**config.mk**
```make
export PLATFORM = sky130hd
export DESIGN_NAME = dual_port_memory_flat
export DESIGN_NICKNAME = d
export VERILOG_FILES = /design/src/rtl/dual_port_memory_pkg.sv /design/src/rtl/dual_port_memory_if.sv /design/src/rtl/dpm_regfile.sv /design/src/rtl/dual_port_memory.sv /design/src/flat_wrapper.sv
export SDC_FILE = /design/constraint.sdc
export NUM_CORES = 1
export LEC_CHECK = 0
export CAP_MARGIN = 20
export CORE_MARGIN = 8
export CORE_UTILIZATION = 50
export DETAILED_ROUTE_END_ITERATION = 16
export DONT_BUFFER_PORTS = 1
export GPL_TIMING_DRIVEN = 0
export SYNTH_ARGS = -nofsm -noshare
export SYNTH_HDL_FRONTEND = slang
export SYNTH_SLANG_ARGS = --single-unit
export TNS_END_PERCENT = 5
```
**constraint.sdc**
```tcl
create_clock -name clk -period 2 [get_ports clk]
set_input_delay 0.2 -clock clk [delete_from_list [all_inputs] [get_ports clk]]
set_output_delay 0.2 -clock clk [all_outputs]
set_load 0.03 [all_outputs]
```
**src/rtl/dual_port_memory_pkg.sv**
```systemverilog
// Shared widths and word/address types for the dual-port memory slice.
package dual_port_memory_pkg;

    localparam int DATA_W_DEFAULT = 8;
    localparam int ADDR_W_DEFAULT = 4;

    typedef logic [DATA_W_DEFAULT-1:0] word_t;
    typedef logic [ADDR_W_DEFAULT-1:0] addr_t;

endpackage : dual_port_memory_pkg

```
**src/rtl/dual_port_memory_if.sv**
```systemverilog
// Write port, read port and registered read result of the dual-port memory.
interface dual_port_memory_if #(
    parameter int DATA_W = 8,
    parameter int ADDR_W = 4
);

    logic              wr_en;
    logic [ADDR_W-1:0] wr_addr;
    logic [DATA_W-1:0] din;
    logic              rd_en;
    logic [ADDR_W-1:0] rd_addr;
    logic [DATA_W-1:0] dout;
    logic              dout_valid;

    modport master (
        output wr_en, wr_addr, din, rd_en, rd_addr,
        input  dout, dout_valid
    );

    modport slave (
        input  wr_en, wr_addr, din, rd_en, rd_addr,
        output dout, dout_valid
    );

endinterface : dual_port_memory_if

```
**src/rtl/dpm_regfile.sv**
```systemverilog
// Storage array: synchronous clear, one write port, combinational read.
module dpm_regfile #(
    parameter int DATA_W = 8,
    parameter int ADDR_W = 4
) (
    input  logic              clk,
    input  logic              rst,
    input  logic              we_i,
    input  logic [ADDR_W-1:0] waddr_i,
    input  logic [DATA_W-1:0] wdata_i,
    input  logic [ADDR_W-1:0] raddr_i,
    output logic [DATA_W-1:0] rdata_o
);

    localparam int DEPTH = 1 << ADDR_W;

    logic [DATA_W-1:0] mem_q [DEPTH];

    // Address and data are only used under we_i, so X on them is harmless while idle.
    always_ff @(posedge clk) begin
        if (rst) begin
            mem_q <= '{default: '0};
        end else if (we_i) begin
            mem_q[waddr_i] <= wdata_i;
        end
    end

    assign rdata_o = mem_q[raddr_i];

endmodule : dpm_regfile

```
**src/rtl/dual_port_memory.sv**
```systemverilog
// Simple dual-port RAM: posted writes, registered one-cycle reads, write-first on collision.
module dual_port_memory
    import dual_port_memory_pkg::*;
#(
    parameter int DATA_W = DATA_W_DEFAULT,
    parameter int ADDR_W = ADDR_W_DEFAULT
) (
    input  logic               clk,
    input  logic               rst,
    dual_port_memory_if.slave  bus
);

    logic [DATA_W-1:0] rd_word;
    logic [DATA_W-1:0] dout_d;
    logic [DATA_W-1:0] dout_q;
    logic              dout_valid_d;
    logic              dout_valid_q;
    logic              collide;

    dpm_regfile #(
        .DATA_W (DATA_W),
        .ADDR_W (ADDR_W)
    ) u_regfile (
        .clk     (clk),
        .rst     (rst),
        .we_i    (bus.wr_en),
        .waddr_i (bus.wr_addr),
        .wdata_i (bus.din),
        .raddr_i (bus.rd_addr),
        .rdata_o (rd_word)
    );

    // Same-edge write to the address being read forwards the incoming word.
    assign collide = bus.wr_en && bus.rd_en && (bus.wr_addr == bus.rd_addr);

    always_comb begin
        dout_d       = dout_q;
        dout_valid_d = 1'b0;
        if (bus.rd_en) begin
            dout_valid_d = 1'b1;
            dout_d       = collide ? bus.din : rd_word;
        end
    end

    always_ff @(posedge clk) begin
        if (rst) begin
            dout_q       <= '0;
            dout_valid_q <= 1'b0;
        end else begin
            dout_q       <= dout_d;
            dout_valid_q <= dout_valid_d;
        end
    end

    assign bus.dout       = dout_q;
    assign bus.dout_valid = dout_valid_q;

endmodule : dual_port_memory

```
**src/flat_wrapper.sv**
```systemverilog
// flat-port wrapper written by rule: the top's interface ports become plain ports
module dual_port_memory_flat import dual_port_memory_pkg::*;
#(
    parameter int DATA_W = DATA_W_DEFAULT,
    parameter int ADDR_W = ADDR_W_DEFAULT
)
  (clk, rst, bus_wr_en, bus_wr_addr, bus_din, bus_rd_en, bus_rd_addr, bus_dout, bus_dout_valid);
  dual_port_memory_if #(.DATA_W(DATA_W), .ADDR_W(ADDR_W)) bus_i ();
  input  logic clk;
  input  logic rst;
  input wire logic [$bits(bus_i.wr_en)-1:0] bus_wr_en;
  input wire logic [$bits(bus_i.wr_addr)-1:0] bus_wr_addr;
  input wire logic [$bits(bus_i.din)-1:0] bus_din;
  input wire logic [$bits(bus_i.rd_en)-1:0] bus_rd_en;
  input wire logic [$bits(bus_i.rd_addr)-1:0] bus_rd_addr;
  output wire logic [$bits(bus_i.dout)-1:0] bus_dout;
  output wire logic [$bits(bus_i.dout_valid)-1:0] bus_dout_valid;
  assign bus_i.wr_en = bus_wr_en;
  assign bus_i.wr_addr = bus_wr_addr;
  assign bus_i.din = bus_din;
  assign bus_i.rd_en = bus_rd_en;
  assign bus_i.rd_addr = bus_rd_addr;
  assign bus_dout = bus_i.dout;
  assign bus_dout_valid = bus_i.dout_valid;
  dual_port_memory #(.DATA_W(DATA_W), .ADDR_W(ADDR_W)) u_core (.clk(clk), .rst(rst), .bus(bus_i));
endmodule
```
==> results.md <==
* Total number of vias at 5080
* Cell at the slowest stage of the critical path: sky130_fd_sc_hd__nor2_1
* Width of the chip at 128 um
* Share of synthesized flip-flops with an asynchronous set or reset at 0%
* Die boundary height at 128 um
* Yosys warns at 0
* Final number of setup-violating endpoints at 0
* Clock slew at reported path FFs at 0.05 ns
* Clock Latency Late Sink at 0.42 ns
* Hold Crit Class: input port to flip-flop
* All-Layer GR Usage at 23.8%
* Total number of placement rows at 41
* Layout Area Growth over Synthesis at 11.7%
* Type of element capturing the critical path: flip-flop
* DRC violation count after routing at 0
* Initial detailed-routing violation count at 491
* Time the worst path needs with I/O delays and setup at 1.55 ns
* Average cell area after synthesis at 9.56 sq um
* Peak ir drop on the vdd network at 0.656 mV
* Post-CTS setup buffers at 0
* Count of placed standard cells including taps at 829
* Ys flop type: sky130_fd_sc_hd__dfxtp_1
* FF+latch count, synth at 137
* Detail-routed net length per standard cell at 22.1 um
* Most common library cell in the layout ignoring fill and taps: sky130_fd_sc_hd__dfxtp_1
* Run status: completed
* Antenna Nets Post-Route at 0
* Minimum setup slack among reg-to-reg paths at 0.49 ns
* Number of slew-limit violations in the final report at 0
* Highest achievable clock rate at 644 MHz
* Number of distinct library cells after synthesis at 38
* RePlAce Congestion at 0.856
* Worst-path cell chain: buf_6 -> buf_12 -> buf_4 -> nor2_1 -> a221oi_1 -> o21ai_0 -> a31oi_1
* Average vias per placed instance at 5.91
* Leading cell types in the layout, fill and taps excluded: sky130_fd_sc_hd__dfxtp_1 (137), sky130_fd_sc_hd__nor2_1 (97), sky130_fd_sc_hd__mux2i_1 (88)
* Antenna violations before repair at 0
* WS Path Type: input port to flip-flop
* Total detailed-routing wirelength at 19000 um
* Worst Min Path Start: bus_rd_addr[0]
* Worst clock skew on the final layout at 0.00841 ns
* Number of failing hold endpoints at the final stage at 0
* First-pass iteration count of the detailed router at 6
* Clk buf depth at 2
* Proportion of synthesized chip area in sequential cells at 43.7%
* Relative slew slack at 41.1%
* Number of sinks driven by the clock tree at 137
* PostCTS Resize Cnt at 0
* Arrival @ worst endpoint at 1.83 ns
* Origin of the critical flop-to-flop path: u_core.u_regfile.mem_q[36]$_SDFFE_PP0P_
* Critical path required time at 2.28 ns
* Number of H-tree levels at 4
* Leakage component of the power at 2.78 nW
* Clock root buffer master: sky130_fd_sc_hd__clkbuf_16
* Vias in the first global route at 4872
* Delay of the slowest critical-path stage at 0.58 ns
* Slew at the pin with the worst max-slew slack at 0.883 ns
* Synthesized Nets at 677
* Initial standard-cell utilization of the core at 50.4%
* Core region area at 12500 sq um
* Proportion of layout cells with a drive suffix above 1 at 11.2%
* Number of enable flip-flop cells after synthesis at 0
* Total negative slack for setup checks at 0 ns
* Cell count of the worst hold path at 3
* Startpoint type of the worst setup path: input port
* Pwr per Cell Area at 877 nW/um^2
* Largest driver fanout on the critical path at 10
* Reported max-cap violation count at 0
* Post-synth design cell area at 6280 sq um
* # port buffers at 0
* Full die area at 16400 sq um
* Number of buffers inserted during clock tree synthesis at 17
* Number of top-level pins at 29
* Clock tree from TritonCTS: built
* Instance count of the mapped netlist at 657
* Crit Reg-Reg Endpoint: u_core.bus.dout[4]$_SDFFE_PP0P_
* Reg2reg path depth at 4
* Final non-filler cell total at 860
* Post-cts hold buffer count at 0
* Endpoint of the worst hold path: u_core.bus.dout[0]$_SDFFE_PP0P_
* Final antenna diode count at 0
* Share of the cycle needed by the critical path after routing at 77.7%
* Setup repair after global routing missed its margin: no
* Maximum number of pins on one net before global-route repair at 17
* Overall overflow remaining after global route at 0
* Total half-perimeter wirelength after legalization and detailed placement at 12900 um
* Global-route wire length before repair at 28800 um
* Final net count at 696
worst max-delay path: cells and delay by family:
kind | cells | cell delay, ns
AND/OR/NAND/NOR | 1 | 0.58
AO/OA/AOI/OAI | 3 | 0.55
buffers and inverters | 3 | 0.49
report_power, final:
group | switching, mW | leakage (nW) | internal, mW
Sequential | 0.0485 | 1.11 | 2.78
Combinational | 0.351 | 1.42 | 0.159
Clock | 1.14 | 0.256 | 1.68
Yosys cell counts (all sizes together) (8+ instances only):
| cell | instances | area share [%] |
|---|---|---|
| o21ai | 54 | 4.3 |
| clkbuf | 38 | 2.3 |
| nand2 | 72 | 4.3 |
| dfxtp | 137 | 44 |
| a21oi | 56 | 4.5 |
| nand3 | 14 | 1.4 |
| buf | 23 | 2.9 |
| a31oi | 8 | 0.80 |
| mux2i | 88 | 14 |
| o41ai | 8 | 1.1 |
| nor2 | 97 | 5.8 |
| mux4 | 24 | 9.3 |
metal layers:
metal | up-vias | wire length (um) | global-route usage (%) | part of all wire, %
li1 | 2366 | - | - | -
met1 | 2464 | 8410 | 30.1 | 44
met2 | 213 | 8860 | 37.9 | 47
met3 | 37 | 1210 | 6.28 | 6.3
met4 | 0 | 534 | 9.02 | 2.8
met5 | - | 0 | 0 | 0
flip-flops by register name, summed over array words and instances, names as in the netlist:
signal / count
u_core.bus.dout_valid: 1
u_core.u_regfile.mem_q: 128
u_core.bus.dout: 8
how the worst max path moves through the flow:
| stage | from | endpoint | slack (ns) | depth (start not counted) |
|---|---|---|---|---|
| final | bus_rd_addr[1] | u_core.bus.dout[2]$_SDFFE_PP0P_ | 0.45 | 7 |
| after global routing | rst | u_core.u_regfile.mem_q[107]$_SDFFE_PP0P_ | 0.34 | 4 |
| after CTS | u_core.u_regfile.mem_q[37]$_SDFFE_PP0P_ | u_core.bus.dout[5]$_SDFFE_PP0P_ | 0.51 | 4 |
| after detailed placement | rst | u_core.u_regfile.mem_q[106]$_SDFFE_PP0P_ | 0.07 | 4 |
| after global placement | bus_rd_addr[1] | u_core.bus.dout[3]$_SDFFE_PP0P_ | 0.1 | 7 |
| after floorplan | bus_rd_addr[1] | u_core.bus.dout[2]$_SDFFE_PP0P_ | 0.55 | 6 |
layout make-up:
cell class | instances | area (sq um)
Sequential cell | 137 | 2740
Clock buffer | 21 | 440
Buffer | 61 | 325
Multi-Input combinational cell | 457 | 3210
Inverter | 2 | 7.51
Tap cell | 172 | 215
Clock inverter | 10 | 80.1
Fill cell | 1101 | 5450
per-stage QoR:
stage	power (mW)	setup slack [ns]	util, %	cell area, sq um	hold WS, ns
after CTS	6.16	0.509	56.3	7020	0.0314
after detailed placement	3.38	0.0704	52.1	6500	0.450
after global placement	3.37	0.0955	52.1	6500	0.446
after floorplan	3.22	0.553	-	6280	0.433
final	6.16	0.447	56.3	7020	0.0498
after global routing	6.33	0.335	56.3	7020	0.0694
logic make-up (layout without fill, tap and decap cells):
logic type             Yosys count  after routing  share of synthesized area, %
multiplexers                   118            118                          24.4
flip-flops                     137            137                          43.7
buffers and inverters           63             94                          5.30
XOR/XNOR                         4              4                         0.558
AO/OA/AOI/OAI                  137            137                          12.2
AND/OR/NAND/NOR                198            198                          14.0
(Power assumes the default switching activity.)
